<file path="src/rtl/data_store_rx.sv">
// Receive payload buffer: packs MSB-first beats into a 256-deep word store, tracks byte length
// and a folded ones'-complement sum, then replays the stored words as a burst on request.
module data_store_rx #(
    parameter int N         = 2,
    parameter int DATA_SIZE = 16
) (
    input  logic                 clk,
    input  logic                 rst_n,
    input  logic                 axiiv,
    input  logic [N-1:0]         axiid,
    input  logic                 axii_last,
    input  logic                 read_request,
    output logic                 axiov,
    output logic [DATA_SIZE-1:0] axiod,
    output logic                 axio_last,
    output logic                 frame_done,
    output logic [15:0]          data_sum,
    output logic [15:0]          data_length,
    output logic                 overflow
);
    localparam int BPW   = DATA_SIZE / N;
    localparam int BW    = (BPW > 1) ? $clog2(BPW) : 1;
    localparam int DEPTH = 256;

    typedef enum logic [2:0] {S_IDLE, S_FILL, S_COMMIT, S_READY, S_READ} state_t;

    state_t               state_q, state_d;
    logic [BW-1:0]        beat_q, beat_d;
    logic [DATA_SIZE-1:0] word_q, word_d;
    logic [8:0]           write_idx_q, write_idx_d;
    logic [15:0]          len_q, len_d;
    logic [2:0]           rem_q, rem_d;
    logic [15:0]          sum_q, sum_d;
    logic [15:0]          data_sum_q, data_sum_d;
    logic                 frame_done_q, frame_done_d;
    logic                 ovf_seen_q, ovf_seen_d;
    logic                 overflow_q, overflow_d;
    logic [7:0]           rd_addr_q, rd_addr_d;
    logic                 iss_v_q, iss_v_d, iss_last_q, iss_last_d;
    logic                 v1_q, v1_d, l1_q, l1_d;
    logic                 axiov_q, axiov_d, axio_last_q, axio_last_d;
    logic [DATA_SIZE-1:0] axiod_q, axiod_d;

    logic [DATA_SIZE-1:0] mem [DEPTH];
    logic [DATA_SIZE-1:0] mem_dout_q;
    logic                 wr_en;
    logic [7:0]           wr_addr;
    logic [DATA_SIZE-1:0] wr_data;

    logic [DATA_SIZE-1:0] beat_ext, word_next;
    logic [7:0]           beat_sh;
    logic                 accept, drop, word_full, clear_frame;
    logic                 add_v;
    logic [15:0]          add_val, commit_val, sum_in, sum_folded;
    logic [16:0]          sum_raw;

    assign beat_ext    = DATA_SIZE'(axiid);
    assign beat_sh     = 8'((BPW - 1 - int'(beat_q)) * N);
    assign word_next   = word_q | (beat_ext << beat_sh);
    // Word 256 does not exist, so any beat arriving with a full store is dropped.
    assign accept      = axiiv && (state_q == S_IDLE || state_q == S_FILL) && !write_idx_q[8];
    assign drop        = axiiv && !accept;
    assign word_full   = accept && (beat_q == BW'(BPW - 1));
    assign clear_frame = (state_q == S_READ && l1_q) ||
                         (state_q == S_READY && read_request && write_idx_q == 9'd0);

    assign sum_in     = (state_q == S_COMMIT) ? commit_val : add_val;
    assign sum_raw    = {1'b0, sum_q} + {1'b0, sum_in};
    assign sum_folded = sum_raw[15:0] + {15'd0, sum_raw[16]};

    generate
        if (DATA_SIZE == 16) begin : g_sum16
            assign add_v      = word_full;
            assign add_val    = word_next;
            assign commit_val = (int'(beat_q) * N >= 8) ? {word_q[DATA_SIZE-1 -: 8], 8'h00} : 16'h0000;
        end else begin : g_sum8
            // Bytes pair up high:low; the first byte of a pair waits in hi_q.
            logic       pend_q, pend_d;
            logic [7:0] hi_q, hi_d;
            always_comb begin
                pend_d = pend_q;
                hi_d   = hi_q;
                if (clear_frame || state_q == S_COMMIT) begin
                    pend_d = 1'b0;
                end else if (word_full) begin
                    pend_d = !pend_q;
                    if (!pend_q) hi_d = word_next[7:0];
                end
            end
            always_ff @(posedge clk or negedge rst_n) begin
                if (!rst_n) begin
                    pend_q <= 1'b0;
                    hi_q   <= 8'h00;
                end else begin
                    pend_q <= pend_d;
                    hi_q   <= hi_d;
                end
            end
            assign add_v      = word_full && pend_q;
            assign add_val    = {hi_q, word_next[7:0]};
            assign commit_val = pend_q ? {hi_q, 8'h00} : 16'h0000;
        end
    endgenerate

    always_comb begin
        state_d      = state_q;
        beat_d       = beat_q;
        word_d       = word_q;
        write_idx_d  = write_idx_q;
        len_d        = len_q;
        rem_d        = rem_q;
        sum_d        = sum_q;
        data_sum_d   = data_sum_q;
        frame_done_d = frame_done_q;
        ovf_seen_d   = ovf_seen_q | drop;
        overflow_d   = drop && !ovf_seen_q;
        rd_addr_d    = rd_addr_q;
        iss_v_d      = iss_v_q;
        iss_last_d   = iss_last_q;
        wr_en        = 1'b0;
        wr_addr      = write_idx_q[7:0];
        wr_data      = word_next;
        v1_d         = iss_v_q;
        l1_d         = iss_v_q && iss_last_q;
        axiov_d      = v1_q;
        axio_last_d  = l1_q;
        axiod_d      = v1_q ? mem_dout_q : '0;

        if (accept) begin
            {len_d, rem_d} = {len_q, rem_q} + 19'(N);
            if (word_full) begin
                wr_en       = 1'b1;
                write_idx_d = write_idx_q + 9'd1;
                word_d      = '0;
                beat_d      = '0;
            end else begin
                word_d = word_next;
                beat_d = beat_q + BW'(1);
            end
        end
        if (state_q == S_COMMIT || add_v) sum_d = sum_folded;

        case (state_q)
            S_IDLE: if (axiiv) begin
                state_d = axii_last ? S_COMMIT : S_FILL;
                if (axii_last) ovf_seen_d = 1'b0;
            end
            S_FILL: if (axiiv && axii_last) begin
                state_d    = S_COMMIT;
                ovf_seen_d = 1'b0;
            end
            S_COMMIT: begin
                if (beat_q != '0) begin
                    wr_en       = 1'b1;
                    wr_data     = word_q;
                    write_idx_d = write_idx_q + 9'd1;
                    beat_d      = '0;
                    word_d      = '0;
                end
                data_sum_d   = sum_folded;
                frame_done_d = 1'b1;
                state_d      = S_READY;
            end
            S_READY: if (read_request) begin
                if (write_idx_q == 9'd0) begin
                    state_d = S_IDLE;
                end else begin
                    state_d    = S_READ;
                    rd_addr_d  = 8'd0;
                    iss_v_d    = 1'b1;
                    iss_last_d = (write_idx_q == 9'd1);
                end
            end
            S_READ: begin
                if (iss_v_q) begin
                    if (iss_last_q) begin
                        iss_v_d    = 1'b0;
                        iss_last_d = 1'b0;
                    end else begin
                        rd_addr_d  = rd_addr_q + 8'd1;
                        iss_last_d = ({1'b0, rd_addr_q} + 9'd2 == write_idx_q);
                    end
                end
                if (l1_q) state_d = S_IDLE;
            end
            default: state_d = S_IDLE;
        endcase

        if (clear_frame) begin
            write_idx_d  = 9'd0;
            len_d        = 16'd0;
            rem_d        = 3'd0;
            sum_d        = 16'd0;
            data_sum_d   = 16'd0;
            frame_done_d = 1'b0;
            ovf_seen_d   = 1'b0;
        end
    end

    // Word store: no reset, registered read.
    always_ff @(posedge clk) begin
        if (wr_en) mem[wr_addr] <= wr_data;
        mem_dout_q <= mem[rd_addr_q];
    end

    always_ff @(posedge clk or negedge rst_n) begin
        if (!rst_n) begin
            state_q      <= S_IDLE;
            beat_q       <= '0;
            word_q       <= '0;
            write_idx_q  <= 9'd0;
            len_q        <= 16'd0;
            rem_q        <= 3'd0;
            sum_q        <= 16'd0;
            data_sum_q   <= 16'd0;
            frame_done_q <= 1'b0;
            ovf_seen_q   <= 1'b0;
            overflow_q   <= 1'b0;
            rd_addr_q    <= 8'd0;
            iss_v_q      <= 1'b0;
            iss_last_q   <= 1'b0;
            v1_q         <= 1'b0;
            l1_q         <= 1'b0;
            axiov_q      <= 1'b0;
            axio_last_q  <= 1'b0;
            axiod_q      <= '0;
        end else begin
            state_q      <= state_d;
            beat_q       <= beat_d;
            word_q       <= word_d;
            write_idx_q  <= write_idx_d;
            len_q        <= len_d;
            rem_q        <= rem_d;
            sum_q        <= sum_d;
            data_sum_q   <= data_sum_d;
            frame_done_q <= frame_done_d;
            ovf_seen_q   <= ovf_seen_d;
            overflow_q   <= overflow_d;
            rd_addr_q    <= rd_addr_d;
            iss_v_q      <= iss_v_d;
            iss_last_q   <= iss_last_d;
            v1_q         <= v1_d;
            l1_q         <= l1_d;
            axiov_q      <= axiov_d;
            axio_last_q  <= axio_last_d;
            axiod_q      <= axiod_d;
        end
    end

    assign axiov       = axiov_q;
    assign axiod       = axiod_q;
    assign axio_last   = axio_last_q;
    assign frame_done  = frame_done_q;
    assign data_sum    = data_sum_q;
    assign data_length = len_q;
    assign overflow    = overflow_q;
endmodule

</file>
<file path="config.mk">
export PLATFORM = sky130hd
export DESIGN_NAME = data_store_rx
export DESIGN_NICKNAME = d
export VERILOG_FILES = /design/src/rtl/data_store_rx.sv
export SDC_FILE = /design/constraint.sdc
export NUM_CORES = 2
export LEC_CHECK = 0
export ABC_AREA = 0
export CAP_MARGIN = 30
export CELL_PAD_IN_SITES_DETAIL_PLACEMENT = 0
export CELL_PAD_IN_SITES_GLOBAL_PLACEMENT = 1
export CORE_UTILIZATION = 35
export DETAILED_ROUTE_END_ITERATION = 10
export PLACE_DENSITY_LB_ADDON = 0.1
export SETUP_SLACK_MARGIN = 0.15
export SLEW_MARGIN = 30
export SYNTH_ARGS = -nofsm -noshare
export SYNTH_HDL_FRONTEND = slang
export SYNTH_SLANG_ARGS = --single-unit
</file>
<file path="constraint.sdc">
create_clock -name clk -period 13.4 [get_ports clk]
set_input_delay 2.01 -clock clk [delete_from_list [all_inputs] [get_ports clk]]
set_output_delay 2.01 -clock clk [all_outputs]
set_load 0.02 [all_outputs]
</file>
==> run summary <==
* **number of violations reported at the end of detailed-routing iteration 0** 7917
* **Placeable Area** 464800 sq um
* **met2 track demand over resource in global routing** 32.97%
* **CP Class** input port to flop
* **boundary pin count** 59
* **overall power** 41.57 mW
* **cell with the most instances on the worst path** sky130_fd_sc_hd__nor2_1
* **peak per-stage delay on the critical path** 490 ps
* **number of buffers added for setup after CTS** 0
* **sequential fraction of the synthesis area** 77.06%
* **sort of element at the end of the critical path** flop
* **final-report hold violation count** 0
* **post-detailed-route via-to-cell ratio** 5.398
* **synth-to-layout area growth** 15.29%
* **unrepaired setup endpoints after global routing** false
* **post-detailed-route DRC marker count** 0
* **fmax** 146.3 MHz
* **via total after detailed routing** 78220
* **full die area** 470500 sq um
* **run status** completed
* **post-synth top area share** 75.12%
* **antenna violations before repair** 45
* **unique cell type count in the Yosys netlist** 84
* **GR Util met3** 3.516%
* **global-route met1 utilization** 29.16%
* **most common cell after layout, fill and taps aside** sky130_fd_sc_hd__edfxtp_1
* **Max VDD drop** 0.0001536 V
* **most frequent cells in the layout** 4096 x sky130_fd_sc_hd__edfxtp_1, 1041 x sky130_fd_sc_hd__mux4_2, 463 x sky130_fd_sc_hd__clkbuf_16
* **final number of setup-violating endpoints** 0
* **Worst Max-Slew Pin Slew** 1136 ps
* **number of H-tree levels** 5
* **worst-skew pair later-pin latency** 1050 ps
* **flip-flop and latch count after synthesis** 4226
* **antenna violation net count after detailed routing** 0
* **maximum number of pins on one net before global-route repair** 157
* **Max Clock Skew** 66.52 ps
* **Die Width** 686.0 um
* **sort of element at the start of the critical path** input port
* **via count of the first global-routing pass** 80410
* **most utilized layer in the global route result** met2
* **Num CTS Buffers** 460
* **Final Routed Wirelength** 486.0 mm
* **max-capacitance violation count** 0
* **count of TritonRoute iterations in the first routing pass** 5
* **GRT Resource Usage Total** 20.40%
* **ratio of cells with drive above 1 in the final layout** 27.01%
* **class of the most critical hold timing path** flop to flop
* **number of sinks handled by clock tree synthesis** 4226
* **final core utilization** 40.61%
* **Cell Area, Synth** 163700 sq um
* **routed length per placed instance** 33.54 um
* **slowest cell on the critical path** sky130_fd_sc_hd__a211oi_1
* **Final WS setup** 6566 ps
* **final critical-path required period** 6834 ps
* **initial core utilization** 35.22%
* **number of max-slew violations in the final report** 0
* **clock tree buffer depth** 4
* **number of fill cells** 41010
* **GRT Residual Overflow** 0
* **Synth Area per Inst** 21.72 sq um
* **final clock period utilization by the worst path** 51.00%
* **number of synthesized flops with an enable pin** 4096
* **Max-slew headroom** 23.47%
* **worst path required time** 14260 ps
* **vertical extent of the die** 686.0 um
* **FFs w/ async S/R, synth** 2.698%
* **Ys Warns** 0
* **library cell with the largest summed area after synthesis** sky130_fd_sc_hd__edfxtp_1
* **Worst Path Arrival** 7690 ps
* **clock tree from TritonCTS** done
* **Final #Nets** 7955
* **number of instances in the synthesized netlist** 7537
* **static leakage** 57.91 nW
* **largest fanout on the critical path** 4
* **Top FF cell, synth** sky130_fd_sc_hd__edfxtp_1
* **HPWL Detailed** 296.0 mm
* **post-placement setup slack** 5441 ps
* **master cell of the clock root buffer** sky130_fd_sc_hd__clkbuf_16
* **Pwr per Cell Area** 220.2 nW/um^2
* **Fin Setup TNS** 0 ps
* **number of hold buffers added after cts** 0
* **final weighted congestion in routability-driven placement** 0.7801
* **clock-pin transition on the worst setup and hold timing paths** 60 ps
* **count of input and output buffers** 58
* **first-pass GRT wire length** 672.0 mm
* **cell area reported after detailed placement** 173700 sq um
* **row count** 250
* **largest cells by area after synthesis** sky130_fd_sc_hd__edfxtp_1 75%, sky130_fd_sc_hd__mux4_2 14%, sky130_fd_sc_hd__mux2i_1 2.3%
* **fin area** 188800 sq um
* **number of cells upsized or downsized after cts** 0
* **Post-Syn Nets** 7574
[worst max-delay path, delay by kind of cell]
kind                     cells  cell delay, ps
AND/OR/NAND/NOR             12            2340
AO/OA/AOI/OAI                7            1700
adder cells (fa/ha/maj)      3             830
buffers and inverters        2             560
multiplexers                 1             280
[state kept, by name, indices dropped and copies added, names as in the netlist, 2 cells and up]
register and flops:
data_length 16, write_idx_q 9, sum_q 16, mem_dout_q 16, rem_q 2, word_q 16, axiod 16, mem 4096
state_q 3, rd_addr_q 8, beat_q 3, data_sum 16
[Yosys cell counts (all sizes together), types with 4 or more instances]
master   count
ha          29
o21ai      161
nand4       13
o21a         5
o211ai      10
o22ai       46
a311oi       4
nor3b        4
dfrtp      114
nand3       33
a211oi      38
mux2         4
nor4         6
a22oi       25
buf        217
and2        25
nor2b       12
edfxtp    4096
a31oi       10
and3         8
or3          6
mux4      1041
nor3        24
a211o        4
nand2b      11
nor2       434
mux2i      372
inv         13
a2111oi     17
o31ai        5
nand2      144
dfxtp       16
xor2        27
a21oi      153
o311ai       7
xnor2       35
a32o         4
o221ai      94
clkbuf     214
a21o        21
[area by class of cell]
cell class                 instances  area, sq um  share of cell area [%]
tap                             6174         7725                   4.092
clock buffer                     567        12070                   6.392
clock inverter                   277         2615                   1.385
antenna                           16        40.04                 0.02121
timing repair buffer             351         3221                   1.706
multi-input combinational       2865        36860                   19.52
sequential                      4226       126200                   66.85
inverter                          14        55.05                 0.02916
[worst paths after layout]
path | start | end | slack (ps) | cells past startpoint
worst max-delay path | axiid[0] | data_sum[15] | 6570 | 25
worst min-delay path | axio_last_d | axio_last | 420 | 0
worst max register to register | state_q[2] | data_sum[15] | 7310 | 21
worst min register to register | axio_last_d | axio_last | 420 | 0
max in group asynchronous | rst_n | rd_addr_q[2] | 11050 | 2
min in group asynchronous | rst_n | data_sum[5] | 1040 | 1
[logic make-up after synthesis]
logic type,synth area share (%)
flip-flops,77.06
adder cells (fa/ha/maj),0.2338
AND/OR/NAND/NOR,1.915
AO/OA/AOI/OAI,2.480
buffers and inverters,1.359
XOR/XNOR,0.3317
multiplexers,16.62
[where the power goes]
part | switching [mW] | internal (mW) | total, mW
Combinational | 8.34 | 3.86 | 12.2
Sequential | 0.334 | 16.6 | 16.9
Clock | 5.37 | 7.07 | 12.4
[routing by layer]
| metal | part of all wire, % | vias up | routed length, um |
|---|---|---|---|
| met3 | 6.0 | 507 | 28970 |
| met2 | 48 | 2222 | 232600 |
| li1 | - | 32440 | - |
| met5 | 0.0068 | - | 33 |
| met1 | 44 | 43050 | 214400 |
| met4 | 2.1 | 4 | 10010 |
[stage by stage]
stage          std cells  hold WS [ps]
6_report           14490         415.1
5_1_grt            14480         423.8
4_1_cts            14470         410.8
3_5_place_dp       13630         397.9
3_3_place_gp       13610         390.7
2_1_floorplan       7537         374.2
Power figures use the tool's default switching activity.
